[config.mk]
export PLATFORM = sky130hd
export DESIGN_NAME = freq_result_calc
export DESIGN_NICKNAME = d
export VERILOG_FILES = /design/src/rtl/freq_result_calc.sv
export SDC_FILE = /design/constraint.sdc
export NUM_CORES = 2
export LEC_CHECK = 0
export ABC_AREA = 1
export CORE_ASPECT_RATIO = 0.75
export CORE_MARGIN = 8
export CORE_UTILIZATION = 38
export DETAILED_ROUTE_END_ITERATION = 8
export HOLD_SLACK_MARGIN = 0.12
export RECOVER_POWER = 50
export SLEW_MARGIN = 25
export SYNTH_ARGS = -nofsm -noshare
export SYNTH_HDL_FRONTEND = slang
export SYNTH_SLANG_ARGS = --single-unit
[constraint.sdc]
create_clock -name fbase -period 27.1 [get_ports fbase]
set_clock_uncertainty 0.05 [all_clocks]
set_input_delay 5.42 -clock fbase [delete_from_list [all_inputs] [get_ports fbase]]
set_output_delay 5.42 -clock fbase [all_outputs]
set_load 0.005 [all_outputs]
[src/rtl/freq_result_calc.sv]
// Result stage for the equal-precision frequency counter: turns raw gate counts into Hz and
// per-mille ratios with one shared 64/32 restoring divider, and optionally re-arms the counter.
module freq_result_calc #(
    parameter int unsigned F_BASE       = 200_000_000,
    parameter int unsigned RATIO_SCALE  = 1000,
    parameter int unsigned AUTO_RESTART = 1,
    parameter int unsigned RESTART_GAP  = 1000
) (
    input  logic        fbase,
    input  logic        rst,
    input  logic        done_sig,
    input  logic [31:0] fxCnt,
    input  logic [31:0] fbaseCnt,
    input  logic [31:0] dutyCnt,
    input  logic [31:0] delayCnt,
    input  logic        meas_req,
    output logic        meas_start,
    output logic [31:0] freq_hz,
    output logic [15:0] duty_pm,
    output logic [15:0] delay_pm,
    output logic        res_valid,
    output logic        busy,
    output logic        div_err,
    output logic        sat_flag,
    output logic        overrun
);

    localparam logic [31:0] F_BASE_C      = F_BASE[31:0];
    localparam logic [31:0] RATIO_SCALE_C = RATIO_SCALE[31:0];
    localparam logic [31:0] GAP_C         = RESTART_GAP[31:0];
    localparam logic        AUTO_C        = (AUTO_RESTART != 32'd0);

    typedef enum logic [1:0] {
        ST_IDLE = 2'd0,
        ST_LOAD = 2'd1,
        ST_DIV  = 2'd2,
        ST_OUT  = 2'd3
    } state_t;

    // Saturate a 64-bit quotient into 32 bits; MSB of the result is the overflow flag.
    function automatic logic [32:0] sat32(input logic [63:0] q);
        logic [32:0] r;
        if (q[63:32] != 32'd0) begin
            r = {1'b1, 32'hFFFF_FFFF};
        end else begin
            r = {1'b0, q[31:0]};
        end
        return r;
    endfunction

    // Saturate a 64-bit quotient into 16 bits; MSB of the result is the overflow flag.
    function automatic logic [16:0] sat16(input logic [63:0] q);
        logic [16:0] r;
        if (q[63:16] != 48'd0) begin
            r = {1'b1, 16'hFFFF};
        end else begin
            r = {1'b0, q[15:0]};
        end
        return r;
    endfunction

    state_t      state_r;
    state_t      state_nxt_s;

    logic [31:0] cnt_fx_r;
    logic [31:0] cnt_fbase_r;
    logic [31:0] cnt_duty_r;
    logic [31:0] cnt_delay_r;

    logic [1:0]  pass_r;
    logic [5:0]  iter_r;
    logic [63:0] dvd_r;
    logic [31:0] rem_r;

    logic [31:0] q_freq_r;
    logic [15:0] q_duty_r;
    logic [15:0] q_delay_r;
    logic        sat_acc_r;
    logic        zero_div_r;

    logic [31:0] gap_cnt_r;
    logic        gap_active_r;

    logic        capture_s;
    logic        req_accept_s;
    logic [31:0] mul_a_s;
    logic [31:0] mul_b_s;
    logic [63:0] product_s;
    logic [32:0] trial_s;
    logic        q_bit_s;
    logic [31:0] rem_nxt_s;
    logic [63:0] quot_full_s;
    logic        div_last_s;
    logic [32:0] sat32_s;
    logic [16:0] sat16_s;

    assign capture_s    = (state_r == ST_IDLE) && done_sig;
    assign req_accept_s = (state_r == ST_IDLE) && meas_req;

    // Operand select and shared multiplier feeding the dividend for the current pass.
    always_comb begin
        mul_a_s = 32'd0;
        mul_b_s = 32'd0;
        case (pass_r)
            2'd0: begin
                mul_a_s = cnt_fx_r;
                mul_b_s = F_BASE_C;
            end
            2'd1: begin
                mul_a_s = cnt_duty_r;
                mul_b_s = RATIO_SCALE_C;
            end
            2'd2: begin
                mul_a_s = cnt_delay_r;
                mul_b_s = RATIO_SCALE_C;
            end
            default: begin
                mul_a_s = 32'd0;
                mul_b_s = 32'd0;
            end
        endcase
        product_s = 64'(mul_a_s) * 64'(mul_b_s);
    end

    // One restoring-division step; remainder stays below the divisor so 33 bits suffice.
    always_comb begin
        trial_s = {rem_r, dvd_r[63]} - {1'b0, cnt_fbase_r};
        q_bit_s = ~trial_s[32];
        if (q_bit_s) begin
            rem_nxt_s = trial_s[31:0];
        end else begin
            rem_nxt_s = {rem_r[30:0], dvd_r[63]};
        end
        quot_full_s = {dvd_r[62:0], q_bit_s};
        div_last_s  = (iter_r == 6'd63);
        sat32_s     = sat32(quot_full_s);
        sat16_s     = sat16(quot_full_s);
    end

    // Next-state logic for the capture / load / divide / output sequence.
    always_comb begin
        state_nxt_s = state_r;
        case (state_r)
            ST_IDLE: begin
                if (done_sig) begin
                    if (fbaseCnt == 32'd0) begin
                        state_nxt_s = ST_OUT;
                    end else begin
                        state_nxt_s = ST_LOAD;
                    end
                end else begin
                    state_nxt_s = ST_IDLE;
                end
            end
            ST_LOAD: begin
                state_nxt_s = ST_DIV;
            end
            ST_DIV: begin
                if (div_last_s) begin
                    if (pass_r == 2'd2) begin
                        state_nxt_s = ST_OUT;
                    end else begin
                        state_nxt_s = ST_LOAD;
                    end
                end else begin
                    state_nxt_s = ST_DIV;
                end
            end
            ST_OUT: begin
                state_nxt_s = ST_IDLE;
            end
            default: begin
                state_nxt_s = ST_IDLE;
            end
        endcase
    end

    // FSM state register.
    always_ff @(posedge fbase or posedge rst) begin
        if (rst) begin
            state_r <= ST_IDLE;
        end else begin
            state_r <= state_nxt_s;
        end
    end

    // Count latch, divider datapath and per-pass quotient storage.
    always_ff @(posedge fbase or posedge rst) begin
        if (rst) begin
            cnt_fx_r    <= 32'd0;
            cnt_fbase_r <= 32'd0;
            cnt_duty_r  <= 32'd0;
            cnt_delay_r <= 32'd0;
            pass_r      <= 2'd0;
            iter_r      <= 6'd0;
            dvd_r       <= 64'd0;
            rem_r       <= 32'd0;
            q_freq_r    <= 32'd0;
            q_duty_r    <= 16'd0;
            q_delay_r   <= 16'd0;
            sat_acc_r   <= 1'b0;
            zero_div_r  <= 1'b0;
        end else begin
            case (state_r)
                ST_IDLE: begin
                    if (done_sig) begin
                        cnt_fx_r    <= fxCnt;
                        cnt_fbase_r <= fbaseCnt;
                        cnt_duty_r  <= dutyCnt;
                        cnt_delay_r <= delayCnt;
                        pass_r      <= 2'd0;
                        q_freq_r    <= 32'd0;
                        q_duty_r    <= 16'd0;
                        q_delay_r   <= 16'd0;
                        sat_acc_r   <= 1'b0;
                        zero_div_r  <= (fbaseCnt == 32'd0);
                    end
                end
                ST_LOAD: begin
                    dvd_r  <= product_s;
                    rem_r  <= 32'd0;
                    iter_r <= 6'd0;
                end
                ST_DIV: begin
                    dvd_r  <= quot_full_s;
                    rem_r  <= rem_nxt_s;
                    iter_r <= iter_r + 6'd1;
                    if (div_last_s) begin
                        pass_r <= pass_r + 2'd1;
                        case (pass_r)
                            2'd0: begin
                                q_freq_r  <= sat32_s[31:0];
                                sat_acc_r <= sat_acc_r | sat32_s[32];
                            end
                            2'd1: begin
                                q_duty_r  <= sat16_s[15:0];
                                sat_acc_r <= sat_acc_r | sat16_s[16];
                            end
                            2'd2: begin
                                q_delay_r <= sat16_s[15:0];
                                sat_acc_r <= sat_acc_r | sat16_s[16];
                            end
                            default: begin
                                sat_acc_r <= sat_acc_r;
                            end
                        endcase
                    end
                end
                ST_OUT: begin
                    pass_r <= 2'd0;
                end
                default: begin
                    pass_r <= 2'd0;
                end
            endcase
        end
    end

    // Result outputs, valid strobe, busy and sticky status flags.
    always_ff @(posedge fbase or posedge rst) begin
        if (rst) begin
            freq_hz   <= 32'd0;
            duty_pm   <= 16'd0;
            delay_pm  <= 16'd0;
            res_valid <= 1'b0;
            busy      <= 1'b0;
            div_err   <= 1'b0;
            sat_flag  <= 1'b0;
            overrun   <= 1'b0;
        end else begin
            res_valid <= (state_r == ST_OUT);
            if (capture_s) begin
                busy <= 1'b1;
            end else if (state_r == ST_OUT) begin
                busy <= 1'b0;
            end
            if (state_r == ST_OUT) begin
                freq_hz  <= q_freq_r;
                duty_pm  <= q_duty_r;
                delay_pm <= q_delay_r;
                div_err  <= div_err | zero_div_r;
                sat_flag <= sat_flag | sat_acc_r;
            end else if (req_accept_s) begin
                div_err  <= 1'b0;
                sat_flag <= 1'b0;
            end
            // A completion pulse outside IDLE (including the OUT cycle) is lost.
            if (done_sig && (state_r != ST_IDLE)) begin
                overrun <= 1'b1;
            end else if (req_accept_s) begin
                overrun <= 1'b0;
            end
        end
    end

    // Start pulse generation: manual request or automatic restart after the gap.
    always_ff @(posedge fbase or posedge rst) begin
        if (rst) begin
            meas_start   <= 1'b0;
            gap_cnt_r    <= 32'd0;
            gap_active_r <= 1'b0;
        end else begin
            if ((state_r == ST_OUT) && AUTO_C) begin
                meas_start   <= 1'b0;
                gap_cnt_r    <= GAP_C;
                gap_active_r <= 1'b1;
            end else if (req_accept_s) begin
                meas_start   <= 1'b1;
                gap_cnt_r    <= 32'd0;
                gap_active_r <= 1'b0;
            end else if (gap_active_r) begin
                if (gap_cnt_r <= 32'd1) begin
                    meas_start   <= 1'b1;
                    gap_cnt_r    <= 32'd0;
                    gap_active_r <= 1'b0;
                end else begin
                    meas_start <= 1'b0;
                    gap_cnt_r  <= gap_cnt_r - 32'd1;
                end
            end else begin
                meas_start <= 1'b0;
            end
        end
    end

endmodule
==> results.json <==
{
  "hp-class": "flop to flop",
  "clock_path_buffers": 3,
  "initial_core_util": 0.384,
  "fmax_mhz": 70.3,
  "place.gp.congestion": 1.02,
  "synthArstFlopShare": 1.00,
  "cts_buffers": 39,
  "std_cell_rows": 102,
  "setup-violations-final": 0,
  "path_clk_slew_ns": 0.06,
  "worstSkewPairLatency_ns": 0.58,
  "ys_types": 51,
  "netlist_area_um2": 39700,
  "fp.coreArea_um2": 103000,
  "antenna_found_initial": 0,
  "drt_first_pass_iters": 5,
  "ys_seq_area_frac": 0.254,
  "synth-seq-cells": 403,
  "synth_area_leader_cell": "dfrtp_1",
  "drc_errors": 0,
  "fin_cells": 6518,
  "rsz0062_at_grt": "no",
  "holdPathStages": 2,
  "status": "complete, but fails checks",
  "wirelength_mm": 119,
  "wl_per_cell_um": 18.3,
  "violations": "capacitance limit, slew limit",
  "cts_resized": 0,
  "r2r_cells": 29,
  "slew_viol_final": 817,
  "synthesis.nets": 5953,
  "synth_edf_count": 0,
  "dieArea_um2": 115000,
  "hold_violations": 0,
  "most-common-layout-cells": "1409 x nand2_1, 1112 x inv_1, 433 x fa_1",
  "die_w_um": 389,
  "reg2reg_to": "dvd_r[33]",
  "syn_to_final_growth_pct": 11.5,
  "crit_chain": "dlygate4sd3_1 -> clkinvlp_2 -> clkbuf_1",
  "drt_iter0_drc": 3051,
  "ioPinCount": 202,
  "worst_pin_slew_ns": 8.16,
  "diodes": 0,
  "fin_crit_sh": 0.525,
  "grt-ovfl-total": 0,
  "cpPeakStageDelay_ns": 5.65,
  "cp-start-kind": "input port",
  "required_ns": 25.69,
  "ys_warn_count": 0,
  "postCtsSetupBuffers": 0,
  "ys_top_cells_by_area": "dfrtp_1 25%, fa_1 22%, nand2_1 13%",
  "postCtsHoldBufs": 0,
  "ant_nets": 0,
  "layout_commonest_cell": "nand2_1",
  "rr_startpoint": "pass_r[0]",
  "grt_usage": 0.207,
  "chipHeight_um": 296,
  "vias_per_cell": 4.94,
  "root_buffer": "clkbuf_16",
  "synth_area_per_cell_um2": 7.94,
  "syn-instance-count": 4996,
  "dp_hpwl_mm": 99.0,
  "grt_pass1_vias": 31700,
  "crit_fanout": 151,
  "crit_type": "input port to asynchronous set/reset pin",
  "rrSetupSlack_ns": 17.44,
  "cp.arrival_ns": 12.81,
  "tns_ns": 0,
  "ys.flop_type": "dfrtp_1",
  "min-delay-start": "zero_div_r",
  "max_cap_viol_count": 13,
  "cp_slowest_cell": "clkbuf_1",
  "grt_pass1_wl_mm": 188,
  "cts_tree": "built",
  "grt_max_degree": 152,
  "htreeDepth": 2,
  "slew_headroom": -4.44,
  "dpl.cell_count": 6448,
  "drive_above_1_share": 0.0246,
  "cts.sinks": 403,
  "num_vias": 32200,
  "synth_top_area_share": 0.254,
  "critPathCaptureType": "asynchronous set/reset pin",
  "portBuffers": 201,
  "min_period_ns": 14.22,
  "whs_endpoint": "zero_div_r",
  "final_nets": 6095
}
## state kept, by name, summed over array words and instances (netlist names), 2 cells and up
signal and flops:
dvd_r 64, cnt_delay_r 32, cnt_duty_r 32, cnt_fbase_r 32
cnt_fx_r 32, freq_hz 32, gap_cnt_r 32, q_freq_r 32
rem_r 32, delay_pm 16, duty_pm 16, q_delay_r 16
q_duty_r 16, iter_r 6, pass_r 2, state_r 2
## Yosys cell counts, types with 10 or more instances
master and count:
ha_1 392, o21ai_1 10, a21oi_1 96, o221ai_1 20, nand2_2 13, inv_1 1115, fa_1 433, nor2_1 299
nand3_1 215, dfrtp_1 403, nand2_1 1411, nor3_1 22, nor4_1 12, nand3b_1 12, clkbuf_1 71, o21ai_0 170
o22ai_1 73, buf_1 22, nand4_1 39, buf_2 14, xor2_1 22, o21bai_1 25, xnor2_1 33
## worst max-delay path by stage
| stage | from | end | slack [ns] |
|---|---|---|---|
| floorplan | rst | busy | 10.42 |
| global placement | rst | freq_hz[21] | 18.72 |
| detailed placement | rst | freq_hz[21] | 18.71 |
| CTS | pass_r[0] | dvd_r[33] | 18.82 |
| global route | rst | cnt_delay_r[21] | 11.03 |
| finish | rst | cnt_fx_r[13] | 12.88 |
## kinds of logic after synthesis
family                   synth area share
AND/OR/NAND/NOR                     0.211
buffers and inverters               0.120
adder cells (fa/ha/maj)             0.342
AO/OA/AOI/OAI                      0.0599
flip-flops                          0.254
XOR/XNOR                           0.0121
## worst max-delay path, delay by kind of cell
family / cells / cell delay (ns)
buffers and inverters: 3 / 7.09
## routing by layer
metal / global-route usage / part of all wire / up-vias / wire, um
met5: 0 / 0 / - / 0
met4: 0.0337 / 0.017 / 0 / 2050
met3: 0.0533 / 0.092 / 100 / 11000
met2: 0.284 / 0.39 / 1035 / 46200
met1: 0.325 / 0.50 / 15600 / 60000
li1: - / - / 15500 / -
## cell type report
| cell class | count | area [um^2] |
|---|---|---|
| Tap cell | 1352 | 1690 |
| Timing Repair Buffer | 222 | 2120 |
| Inverter | 1120 | 4210 |
| Sequential cell | 403 | 10100 |
| Fill cell | 10500 | 59200 |
| Clock inverter | 22 | 253 |
| Multi-Input combinational cell | 3352 | 24800 |
| Clock buffer | 47 | 1030 |
## stage by stage
stage | area, um^2 | hold slack, ns | utilization | setup slack [ns]
2_1_floorplan | 39700 | 0.389 | - | 10.42
3_3_place_gp | 43000 | 0.409 | 0.416 | 18.72
3_5_place_dp | 43000 | 0.412 | 0.416 | 18.71
4_1_cts | 44300 | 0.430 | 0.428 | 18.82
5_1_grt | 44200 | 0.454 | 0.428 | 11.03
6_report | 44200 | 0.429 | 0.428 | 12.88
Power is left out: the tool's default activity adds up to more than one toggle a clock period on the data nets, which glitch-free logic cannot reach.
